$ cat config.mk
export PLATFORM = sky130hd
export DESIGN_NAME = stream_bp_fifo
export DESIGN_NICKNAME = d
export VERILOG_FILES = /design/src/rtl/stream_bp_fifo.sv
export SDC_FILE = /design/constraint.sdc
export NUM_CORES = 2
export LEC_CHECK = 0
export CAP_MARGIN = 30
export CORE_UTILIZATION = 51
export CTS_BUF_LIST = sky130_fd_sc_hd__clkbuf_4 sky130_fd_sc_hd__clkbuf_8
export DETAILED_ROUTE_END_ITERATION = 10
export GPL_TIMING_DRIVEN = 1
export PLACE_DENSITY = 0.66
export REMOVE_ABC_BUFFERS = 1
export SETUP_SLACK_MARGIN = 0.5
export SYNTH_ARGS = -nofsm -noshare
export SYNTH_HDL_FRONTEND = slang
export SYNTH_SLANG_ARGS = --single-unit
$ cat constraint.sdc
create_clock -name clk -period 7.2 [get_ports clk]
set_input_delay 0.72 -clock clk [delete_from_list [all_inputs] [get_ports clk]]
set_output_delay 0.72 -clock clk [all_outputs]
set_load 0.01 [all_outputs]
$ cat src/rtl/stream_bp_fifo.sv
// Elastic buffer for a valid/backpressure stream link: absorbs in-flight words after
// advisory backpressure, delivers through a registered output stage, flags overflow.
module stream_bp_fifo #(
   parameter int WIDTH      = 64,
   parameter int DEPTH_LOG2 = 5,
   parameter int BP_SLACK   = 4
) (
   input  logic                  clk,
   input  logic                  rst_n,
   input  logic [WIDTH-1:0]      d,
   input  logic                  d_valid,
   output logic                  d_bp,
   output logic [WIDTH-1:0]      q,
   output logic                  q_valid,
   input  logic                  q_bp,
   output logic [DEPTH_LOG2:0]   level,
   output logic                  overflow
);

   localparam int LW    = DEPTH_LOG2 + 1;
   localparam int DEPTH = 1 << DEPTH_LOG2;
   localparam logic [DEPTH_LOG2:0] LEVEL_FULL = LW'(DEPTH);
   localparam logic [DEPTH_LOG2:0] BP_THRESH  = LW'(DEPTH - BP_SLACK);

   logic [WIDTH-1:0]      mem [DEPTH];
   logic [DEPTH_LOG2-1:0] wr_ptr_reg;
   logic [DEPTH_LOG2-1:0] rd_ptr_reg;
   logic [DEPTH_LOG2:0]   level_reg;
   logic [DEPTH_LOG2:0]   level_next;
   logic                  d_bp_reg;
   logic [WIDTH-1:0]      q_reg;
   logic                  q_valid_reg;
   logic                  overflow_reg;
   logic                  wr_en;
   logic                  rd_en;
   logic                  full;

   // Full/empty come from the level counter only; the pointers wrap freely.
   assign full       = (level_reg == LEVEL_FULL);
   assign wr_en      = d_valid && !full;
   assign rd_en      = (level_reg != '0) && !q_bp;
   assign level_next = level_reg + LW'(wr_en) - LW'(rd_en);

   // Storage has no reset so it can map onto block RAM.
   always_ff @(posedge clk) begin
      if (wr_en) begin
         mem[wr_ptr_reg] <= d;
      end
   end

   always_ff @(posedge clk or negedge rst_n) begin
      if (!rst_n) begin
         wr_ptr_reg   <= '0;
         rd_ptr_reg   <= '0;
         level_reg    <= '0;
         d_bp_reg     <= 1'b0;
         q_reg        <= '0;
         q_valid_reg  <= 1'b0;
         overflow_reg <= 1'b0;
      end else begin
         if (wr_en) begin
            wr_ptr_reg <= wr_ptr_reg + DEPTH_LOG2'(1);
         end
         // The RAM read port and the output register are the same stage, so a
         // word written at edge t is readable at edge t+1.
         if (rd_en) begin
            q_reg      <= mem[rd_ptr_reg];
            rd_ptr_reg <= rd_ptr_reg + DEPTH_LOG2'(1);
         end
         q_valid_reg <= rd_en;
         level_reg   <= level_next;
         d_bp_reg    <= (level_next >= BP_THRESH);
         if (d_valid && full) begin
            overflow_reg <= 1'b1;
         end
      end
   end

   assign d_bp     = d_bp_reg;
   assign q        = q_reg;
   assign q_valid  = q_valid_reg;
   assign level    = level_reg;
   assign overflow = overflow_reg;

endmodule

==> impl_metrics.tcl <==
set metrics [dict create \
    outcome "finished, final reports clean" \
    design.die.area_mm2 0.1607 \
    grt_usage_pct 23.82 \
    yosys.area.top_type_share_pct 75.78 \
    report.final.slew_viol_count 0 \
    detail_route.vias_per_cell 6.064 \
    critPathMaxFanout 103 \
    layout_setup_ws_ps 3417 \
    synth.yosys.seq_area_share_pct 78.34 \
    design.final.nets 4258 \
    dpl.hpwl_um 102900 \
    drt_first_iter_violations 4145 \
    fin_cells 6513 \
    synth_edf_count 2048 \
    worst_setup_path_end_kind "register" \
    core_area_mm2 0.1582 \
    ctsResizeCount 0 \
    dp.cells 5872 \
    final.setup.tns_ps 0 \
    netlist-cell-type-count 44 \
    synth_flop_cell "edfxtp_1" \
    global_route.usage.met3_pct 5.874 \
    routed_wire_length_per_instance_um 29.14 \
    critical_path.n_buffers_inverters 2 \
    final_cell_mix "edfxtp_1, mux4_2, clkbuf_8" \
    cts_root_buffer "clkbuf_8" \
    cp_top_family "buffers and inverters" \
    worst_slew_pin_slew_ps 1109 \
    clk_path_buf_depth 4 \
    crit_path_cell_trace "buf_4, buf_12, mux2i_1, a22o_1, a221oi_1, o22ai_1, o41ai_1" \
    r2r_start "rd_ptr_reg[2]" \
    max_cap_viol_count 0 \
    synth-seq-cells 2131 \
    postCtsHoldBufs 1 \
    start_kind "register" \
    timing.rr.end "q[23]" \
    cts_setup_buffers 0 \
    crit_required_ps 8100 \
    antenna_violations_before_repair 8 \
    die-height_um 400.9 \
    cts_inserted_buffers 350 \
    timing.fmax_mhz 264.3 \
    critical_path_s_slowest_cell "dfrtp_4" \
    wire_length_of_the_first_global_routing_pass_um 276400 \
    kind_of_critical_path "register to register" \
    die_x_um 400.9 \
    ant_nets 0 \
    yosys.area.top_type "edfxtp_1" \
    grt_setup_unrepaired "false" \
    period_needed_ps 3783 \
    clock_latency_ps 1050 \
    area_contributors_post_synth "edfxtp_1, mux4_2, mux2i_1, dfrtp_1, a22oi_1" \
    global_route.usage.met2_pct 37.02 \
    leading_cell_type_in_the_layout_fill_and_taps_excluded "edfxtp_1" \
    cts.sinks 2131 \
    placement_rows 146 \
    finalHoldViolCount 0 \
    synth_async_sr_flop_share_pct 3.895 \
    syn_avg_cell_area_um2 21.72 \
    reg2reg_depth 7 \
    slowest_delay_ps 760 \
    detail_route.wirelength_um 189800 \
    firstDrtPassIters 5 \
    syn_to_final_growth_pct 15.48 \
    crit_arrival_ps 4680 \
    final_min_period_over_clock_period_pct 52.54 \
    preCtsSetupSlack_ps 3195 \
    post_synth_inst_count 3736 \
    grt.overflow.total 0 \
    yosysWarningCount 0 \
    syn_area_mm2 0.08116 \
    drive_gt1_share_pct 26.97 \
    post-route-drc-count 0 \
    cellLeakagePower_nw 30.48 \
    grt_start_max_net_pins 109 \
    use_met1_pct 33.86 \
    timing.hold.ws_ps 327.2 \
    hold_path_class "input port to async pin" \
    vias_post_dr 39500 \
    cts_tree "yes" \
    vdd_ir_drop_max_uv 333.0 \
    design.portCount 141 \
    final-setup-viol-count 0 \
    gr-max-usage-layer "met2" \
    powerDensity_mw_per_mm2 373.4 \
    maxSlewHeadroom_pct 26.04 \
    grt_pass1_vias 40480 \
    number_of_flip_flops_under_the_largest_register_name 2048 \
    place.port_buffers 140 \
    place.gp.congestion 0.7492 \
    clk_pin_slew_ps 60 \
    start_util_pct 51.30 \
    htreeDepth 5 \
    timing.reg2reg.setup_slack_ps 3420 \
    fill_cells 11120 \
    fin_worst_skew_ps 87.58 \
]
==> worst register-to-register path: stages, from the launching register on <==
cell	delay, ps
dfrtp_4	760
buf_4	740
buf_12	540
mux2i_1	440
a22o_1	260
a221oi_1	300
o22ai_1	220
o41ai_1	420
==> cell usage after synthesis (4+ instances only) <==
| library cell | instances |
|---|---|
| nor2_1 | 67 |
| inv_1 | 10 |
| a221oi_1 | 22 |
| nand2_1 | 73 |
| o221ai_1 | 17 |
| buf_2 | 78 |
| nand2b_1 | 5 |
| ha_1 | 14 |
| nor2b_1 | 6 |
| nand3_1 | 4 |
| a22o_1 | 47 |
| o21ai_0 | 22 |
| mux4_2 | 377 |
| o22ai_1 | 75 |
| buf_6 | 14 |
| nand4_1 | 11 |
| a21oi_1 | 66 |
| buf_4 | 16 |
| edfxtp_1 | 2048 |
| clkbuf_1 | 87 |
| a211oi_1 | 8 |
| mux2_2 | 57 |
| a41oi_1 | 17 |
| xnor2_1 | 7 |
| o41ai_1 | 11 |
| buf_1 | 17 |
| o211ai_1 | 8 |
| dfrtp_1 | 83 |
| a22oi_1 | 94 |
| mux2i_1 | 352 |
==> report_power, final <==
part           switching, mW  total, mW  internal [mW]
combinational           5.31       9.67           4.35
clock                   4.57       10.2           5.65
sequential             0.553       15.1           14.6
total                   10.4       35.0           24.6
==> worst max path at each step <==
stage | start | to | slack [ps] | cells past startpoint
2_1_floorplan | rd_ptr_reg[0] | q[12] | -17090 | 4
3_3_place_gp | d_valid | mem[18][34] | 3240 | 6
3_5_place_dp | d_valid | mem[18][34] | 3200 | 6
4_1_cts | rd_ptr_reg[2] | q[63] | 3420 | 7
5_1_grt | rd_ptr_reg[2] | q[23] | 3240 | 7
6_report | rd_ptr_reg[2] | q[23] | 3420 | 7
==> kinds of logic after synthesis <==
family                   share of synthesized area (%)
AND/OR/NAND/NOR                                 0.9620
AO/OA/AOI/OAI                                    3.416
XOR/XNOR                                       0.09713
flip-flops                                       78.33
adder cells (fa/ha/maj)                         0.2405
buffers and inverters                            1.355
multiplexers                                     15.59
==> metrics by stage <==
step	cell area (um^2)	power, mW	util, %
2_1_floorplan	80100	22.12	-
3_5_place_dp	86370	25.06	54.60
3_3_place_gp	85360	24.87	53.96
4_1_cts	93140	35.24	58.88
6_report	93720	34.99	59.25
5_1_grt	93720	36.41	59.25
==> layout make-up <==
type	instances	area (um^2)	area share [%]
Clock inverter	108	640.6	0.6835
Tap cell	2072	2592	2.766
Multi-Input combinational cell	1382	16780	17.91
Sequential cell	2131	63590	67.85
Antenna cell	3	7.507	0.008010
Clock buffer	507	6121	6.531
Timing Repair Buffer	299	3945	4.209
Inverter	11	41.29	0.04405
==> per-layer routing <==
layer  wire length (um)  share of wire [%]
met1              78990                 42
met2              89790                 47
met3              16960                8.9
met4               4046                2.1
met5                 13             0.0068
No activity file was read; power rests on OpenSTA's default activity.
